[src/rtl/sisc_pkg.sv]
// Shared definitions for the SISC fetch slice: opcodes, addressing-mode code,
// instruction field positions and the fetch FSM encoding.
package sisc_pkg;

    localparam logic [3:0] OP_NOOP   = 4'd0;
    localparam logic [3:0] OP_LOD    = 4'd1;
    localparam logic [3:0] OP_STR    = 4'd2;
    localparam logic [3:0] OP_SWP    = 4'd3;
    localparam logic [3:0] OP_BRA    = 4'd4;
    localparam logic [3:0] OP_BRR    = 4'd5;
    localparam logic [3:0] OP_BNE    = 4'd6;
    localparam logic [3:0] OP_BNR    = 4'd7;
    localparam logic [3:0] OP_ALU_OP = 4'd8;
    localparam logic [3:0] OP_HLT    = 4'd15;

    localparam logic [3:0] AM_IMM    = 4'd8;

    // Least-significant bit of each IR field.
    localparam int OPC_LSB = 28;
    localparam int MM_LSB  = 24;
    localparam int RD_LSB  = 20;
    localparam int RS_LSB  = 16;
    localparam int RT_LSB  = 12;
    localparam int IMM_LSB = 0;

    typedef enum logic [1:0] {
        ST_IDLE = 2'd0,
        ST_REQ  = 2'd1,
        ST_HALT = 2'd2
    } fetch_state_e;

endpackage

[src/rtl/sisc_pc_unit.sv]
// Program counter with +1 incrementer, absolute/relative branch-target mux and
// a pending-branch latch for redirects that arrive while a fetch is in flight.
module sisc_pc_unit #(
    parameter int PC_W = 16
) (
    input  logic            clk,
    input  logic            rst_f,
    input  logic [15:0]     imm,
    input  logic            br_rel,
    input  logic            br_taken,
    input  logic            br_now,
    input  logic            br_latch,
    input  logic            complete,
    input  logic            abort,
    output logic [PC_W-1:0] pc,
    output logic [PC_W-1:0] br_target
);

    logic            br_pend;
    logic [PC_W-1:0] pend_target;

    // Relative targets sign-extend the offset and wrap silently at PC_W bits.
    always_comb begin
        br_target = br_rel ? (pc + PC_W'($signed(imm))) : PC_W'(imm);
    end

    always_ff @(posedge clk) begin
        if (!rst_f) begin
            pc          <= '0;
            br_pend     <= 1'b0;
            pend_target <= '0;
        end else if (complete) begin
            // A redirect on the completion cycle itself is the latest one and wins.
            if (br_taken)     pc <= br_target;
            else if (br_pend) pc <= pend_target;
            else              pc <= pc + PC_W'(1);
            br_pend <= 1'b0;
        end else if (abort) begin
            br_pend <= 1'b0;
        end else if (br_now) begin
            pc <= br_target;
        end else if (br_latch) begin
            br_pend     <= 1'b1;
            pend_target <= br_target;
        end
    end

endmodule

[src/rtl/sisc_fetch.sv]
// Instruction-fetch stage: owns IR, runs the req/ack fetch FSM with a wait
// timeout, and presents decoded IR fields to the control FSM.
module sisc_fetch
    import sisc_pkg::*;
#(
    parameter int PC_W     = 16,
    parameter int MAX_WAIT = 15
) (
    input  logic            clk,
    input  logic            rst_f,
    input  logic            fetch_start,
    input  logic            br_taken,
    input  logic            br_rel,
    output logic            im_req,
    output logic [PC_W-1:0] im_addr,
    input  logic            im_ack,
    input  logic [31:0]     im_rdata,
    output logic            ir_valid,
    output logic            busy,
    output logic            halted,
    output logic            fetch_err,
    output logic [3:0]      opcode,
    output logic [3:0]      mm,
    output logic [3:0]      rd,
    output logic [3:0]      rs,
    output logic [3:0]      rt,
    output logic [15:0]     imm,
    output logic [PC_W-1:0] pc,
    output fetch_state_e    state_dbg
);

    // Handshake: im_req rises the cycle after fetch_start and holds with a
    // stable im_addr until a cycle with im_ack=1 (data taken that cycle) or the
    // wait limit; im_ack is ignored whenever im_req is low.

    fetch_state_e    state;
    logic [31:0]     ir;
    logic [7:0]      wait_cnt;
    logic [PC_W-1:0] br_target;
    logic            in_idle;
    logic            in_req;
    logic            wait_done;

    assign in_idle   = (state == ST_IDLE);
    assign in_req    = (state == ST_REQ);
    assign wait_done = (wait_cnt == 8'(MAX_WAIT));

    sisc_pc_unit #(.PC_W(PC_W)) u_pc (
        .clk       (clk),
        .rst_f     (rst_f),
        .imm       (imm),
        .br_rel    (br_rel),
        .br_taken  (br_taken),
        .br_now    (in_idle && br_taken),
        .br_latch  (in_req && br_taken),
        .complete  (in_req && im_ack),
        .abort     (in_req && !im_ack && wait_done),
        .pc        (pc),
        .br_target (br_target)
    );

    always_ff @(posedge clk) begin
        if (!rst_f) begin
            state     <= ST_IDLE;
            ir        <= '0;
            im_req    <= 1'b0;
            im_addr   <= '0;
            ir_valid  <= 1'b0;
            halted    <= 1'b0;
            fetch_err <= 1'b0;
            wait_cnt  <= '0;
        end else begin
            ir_valid <= 1'b0;
            case (state)
                ST_IDLE: begin
                    if (fetch_start) begin
                        state    <= ST_REQ;
                        im_req   <= 1'b1;
                        im_addr  <= br_taken ? br_target : pc;
                        wait_cnt <= '0;
                    end
                end
                ST_REQ: begin
                    // An ack on the very cycle the limit is reached still succeeds.
                    if (im_ack) begin
                        ir       <= im_rdata;
                        ir_valid <= 1'b1;
                        im_req   <= 1'b0;
                        wait_cnt <= '0;
                        if (im_rdata[OPC_LSB +: 4] == OP_HLT) begin
                            state  <= ST_HALT;
                            halted <= 1'b1;
                        end else begin
                            state <= ST_IDLE;
                        end
                    end else if (wait_done) begin
                        ir        <= '0;
                        ir_valid  <= 1'b1;
                        im_req    <= 1'b0;
                        fetch_err <= 1'b1;
                        wait_cnt  <= '0;
                        state     <= ST_IDLE;
                    end else begin
                        wait_cnt <= wait_cnt + 8'd1;
                    end
                end
                ST_HALT: begin
                end
                default: state <= ST_IDLE;
            endcase
        end
    end

    assign busy      = in_req;
    assign state_dbg = state;
    assign opcode    = ir[OPC_LSB +: 4];
    assign mm        = ir[MM_LSB  +: 4];
    assign rd        = ir[RD_LSB  +: 4];
    assign rs        = ir[RS_LSB  +: 4];
    assign rt        = ir[RT_LSB  +: 4];
    assign imm       = ir[IMM_LSB +: 16];

endmodule

[config.mk]
export PLATFORM = sky130hd
export DESIGN_NAME = sisc_fetch
export DESIGN_NICKNAME = d
export VERILOG_FILES = /design/src/rtl/sisc_pkg.sv /design/src/rtl/sisc_pc_unit.sv /design/src/rtl/sisc_fetch.sv
export SDC_FILE = /design/constraint.sdc
export NUM_CORES = 1
export LEC_CHECK = 0
export CAP_MARGIN = 30
export CORE_ASPECT_RATIO = 0.6
export CORE_MARGIN = 3
export CORE_UTILIZATION = 45
export DETAILED_ROUTE_END_ITERATION = 16
export GPL_TIMING_DRIVEN = 1
export HOLD_SLACK_MARGIN = 0.1
export PLACE_DENSITY = 0.74
export SLEW_MARGIN = 20
export SYNTH_ARGS = -nofsm -noshare
export SYNTH_HDL_FRONTEND = slang
export SYNTH_SLANG_ARGS = --single-unit
[constraint.sdc]
create_clock -name clk -period 3 [get_ports clk]
set_input_delay 0.6 -clock clk [delete_from_list [all_inputs] [get_ports clk]]
set_output_delay 0.6 -clock clk [all_outputs]
set_load 0.005 [all_outputs]
==> flow_summary.json, run 1 <==
{
  "status": "complete, no violations",
  "slew_violations": 0,
  "synth_area_sq_um": 5164,
  "totalWireLength_mm": 15.35,
  "synth_ff_type": "dfxtp_1",
  "drt-initial-drc-count": 410,
  "antenna_left": 0,
  "post_cts_buffers": 0,
  "die_w_um": 144.3,
  "root_buffer": "clkbuf_16",
  "dr.pass1.iters": 5,
  "post_cts_resized": 0,
  "fin_util_pct": 61.59,
  "arrival_ns": 3.05,
  "cp_top_family": "compound AO/OA/AOI/OAI gates",
  "synth_edf_count": 0,
  "path_cells": "ha_1, fa_1, a211oi_2, o21ai_1, a31oi_1, o221ai_1, xnor2_1, nand3_1, a21oi_1",
  "setup_tns_ns": 0,
  "critPathMaxFanout": 7,
  "drv_cap": 0,
  "ys_ff_latch": 95,
  "rr_endpoint": "u_pc.pc[12]",
  "layout_commonest_cell": "clkdlybuf4s50_1",
  "initial_core_util_pct": 47.44,
  "r2r_cells": 9,
  "critPathMaxStageDelay_ns": 0.44,
  "dieArea_sq_um": 12840,
  "crit_path_end_kind": "flop",
  "grt_pass1_vias": 4799,
  "synth_nets": 666,
  "port_buffers": 112,
  "endpoint": "u_pc.pc[12]",
  "dp_cells": 839,
  "path_buf_inv": 0,
  "hold_path.class": "reg -> reg",
  "period_minus_slack_ns": 2.763,
  "cts_buffers": 9,
  "power_leakage_uw": 0.002623,
  "synth_area_leaders": "dfxtp_1 (37%), a22o_1 (5.4%), a21oi_1 (4.7%)",
  "critPathSlowestCell": "fa_1",
  "r2r_start": "u_pc.pc[0]",
  "yosysUniqueCellTypes": 66,
  "drive_above_1_share_pct": 8.380,
  "powerDensity_nw_per_um2": 461.1,
  "multi_input_area_sq_um": 2992,
  "cts_hold_buf": 0,
  "place_congestion": 0.9618,
  "hold_ws_ns": 0.4439,
  "grt_pass1_wl_mm": 24.32,
  "cp-startpoint": "u_pc.pc[0]",
  "synth_cells": 610,
  "finalCritPeriodShare_pct": 92.10,
  "dp_hpwl_mm": 11.10,
  "clock.fmax_mhz": 361.9,
  "placed_cell_area_sq_um": 6406,
  "io_pins": 113,
  "worstSetupPathType": "reg -> reg",
  "final_nets": 767,
  "async_reset_ff_share_pct": 0,
  "grtUsageTotal_pct": 23.68,
  "rows": 29,
  "startpoint_type": "flop",
  "mostFrequentLayoutCells": "clkdlybuf4s50_1 (112), dfxtp_1 (95), nor2_1 (59)",
  "regArea_sq_um": 1902,
  "core_sq_um": 10890,
  "routed-via-count": 5107,
  "synth_area_leader_cell": "dfxtp_1",
  "cp_num_cells": 9,
  "grt_remaining_overflow": 0,
  "maxSlewHeadroom_pct": 44.61,
  "tightest_slew_ns": 0.8297,
  "clock_path_buffers": 2,
  "drcViolationCount": 0,
  "syn_to_final_growth_pct": 29.83,
  "grt_max_degree": 40,
  "fin_skew_ns": 0.005473,
  "ys.warnings.count": 0,
  "clkTransAtPathRegs_ns": 0.07,
  "setup-violations-final": 0,
  "final_area_sq_um": 6704,
  "ys_seq_area_share_pct": 36.83,
  "instances_no_fill": 855,
  "required_ns": 3.28,
  "antenna_found_initial": 0,
  "diodes": 0,
  "finalHoldViolations": 0,
  "synth_top_area_share_pct": 36.83,
  "via_per_inst": 5.973,
  "cts.sink_count": 95,
  "cts_tree": "yes",
  "rrSetupSlack_ns": 0.24,
  "nFillCells": 971,
  "rsz0062_at_grt": "false",
  "ir_drop_mv": 0.2761,
  "die_h_um": 88.98,
  "clock_latency_ns": 0.35,
  "wl_per_cell_um": 17.95,
  "syn_area_per_cell_sq_um": 8.465,
  "h-tree-depth": 3
}
per-layer routing:
layer,global-route usage [%],routed length (um),up-vias
met4,6.181,213,0
li1,-,-,2434
met5,0,0,-
met1,33.28,7211,2416
met2,37.13,6617,233
met3,5.345,1302,24
where the power goes:
| part | switching (uW) | internal (uW) | total [uW] |
|---|---|---|---|
| logic | 273 | 269 | 542 |
| registers | 66.2 | 1320 | 1380 |
| clock network | 517 | 648 | 1160 |
Yosys cell counts, types with 4 or more instances:
master,number
xor2_1,9
nor2_1,60
xnor2_1,15
mux2i_1,18
clkbuf_1,28
a211oi_1,20
a21oi_1,48
and2_1,6
a31o_2,4
ha_1,17
nand2_1,53
a22o_1,32
nand3_1,17
o21ai_1,4
inv_1,11
and3_1,9
buf_4,4
o21ai_0,42
buf_6,5
nand2b_1,7
a31oi_1,9
a21o_1,10
dfxtp_1,95
nand4_1,8
o21bai_1,4
buf_2,4
a311oi_1,5
o211ai_1,7
worst reg2reg max path, delay by kind of cell (launching register included):
family | cells | cell delay [ns]
AOI/OAI and AO/OA | 5 | 1.13
DFF | 1 | 0.38
xor gates and xnor gates | 1 | 0.37
adders and majority gates | 2 | 0.68
and+or+nand+nor | 1 | 0.14
stage by stage:
step	power, uW	worst slack [ns]
after floorplan	1697	0.7326
after global placement	1935	0.4028
after detailed placement	1946	0.2595
after CTS	3102	0.3147
after global routing	3219	0.1354
final	3091	0.2369
sequential cells by signal (all words and copies together) (netlist names):
name and flops:
ir 32, im_req 1, halted 1, state_dbg 2, u_pc.br_pend 1, ir_valid 1
im_addr 16, u_pc.pend_target 16, u_pc.pc 16, wait_cnt 8, fetch_err 1
worst min path at each step:
stage / cells after the start / to / from
6_report: 2 / im_req / im_req
5_1_grt: 2 / im_addr[7] / im_addr[7]
4_1_cts: 2 / im_req / im_req
3_5_place_dp: 2 / im_req / im_req
3_3_place_gp: 2 / im_req / im_req
2_1_floorplan: 2 / im_req / im_req
cells by family after synthesis:
logic type / share of synthesized area [%]
muxes: 4.143
xor gates and xnor gates: 4.386
and+or+nand+nor: 16.40
adders and majority gates: 4.507
AOI/OAI and AO/OA: 28.45
DFF: 36.83
buffers and inverters: 5.282
layout make-up:
| class | instances | area share (%) |
|---|---|---|
| Tap cell | 139 | 2.594 |
| Clock inverter | 7 | 1.082 |
| Sequential cell | 95 | 28.37 |
| Clock buffer | 9 | 3.359 |
| Inverter | 12 | 0.6719 |
| Multi-Input combinational cell | 458 | 44.62 |
| Timing Repair Buffer | 135 | 19.30 |
(Power assumes the default switching activity.)
==> inputs of run 2 (changes only) <==
- GPL_TIMING_DRIVEN: 1 -> not set
==> results of run 2 <==
No change in the layout: final DEF, timing and power equal those of run 1.
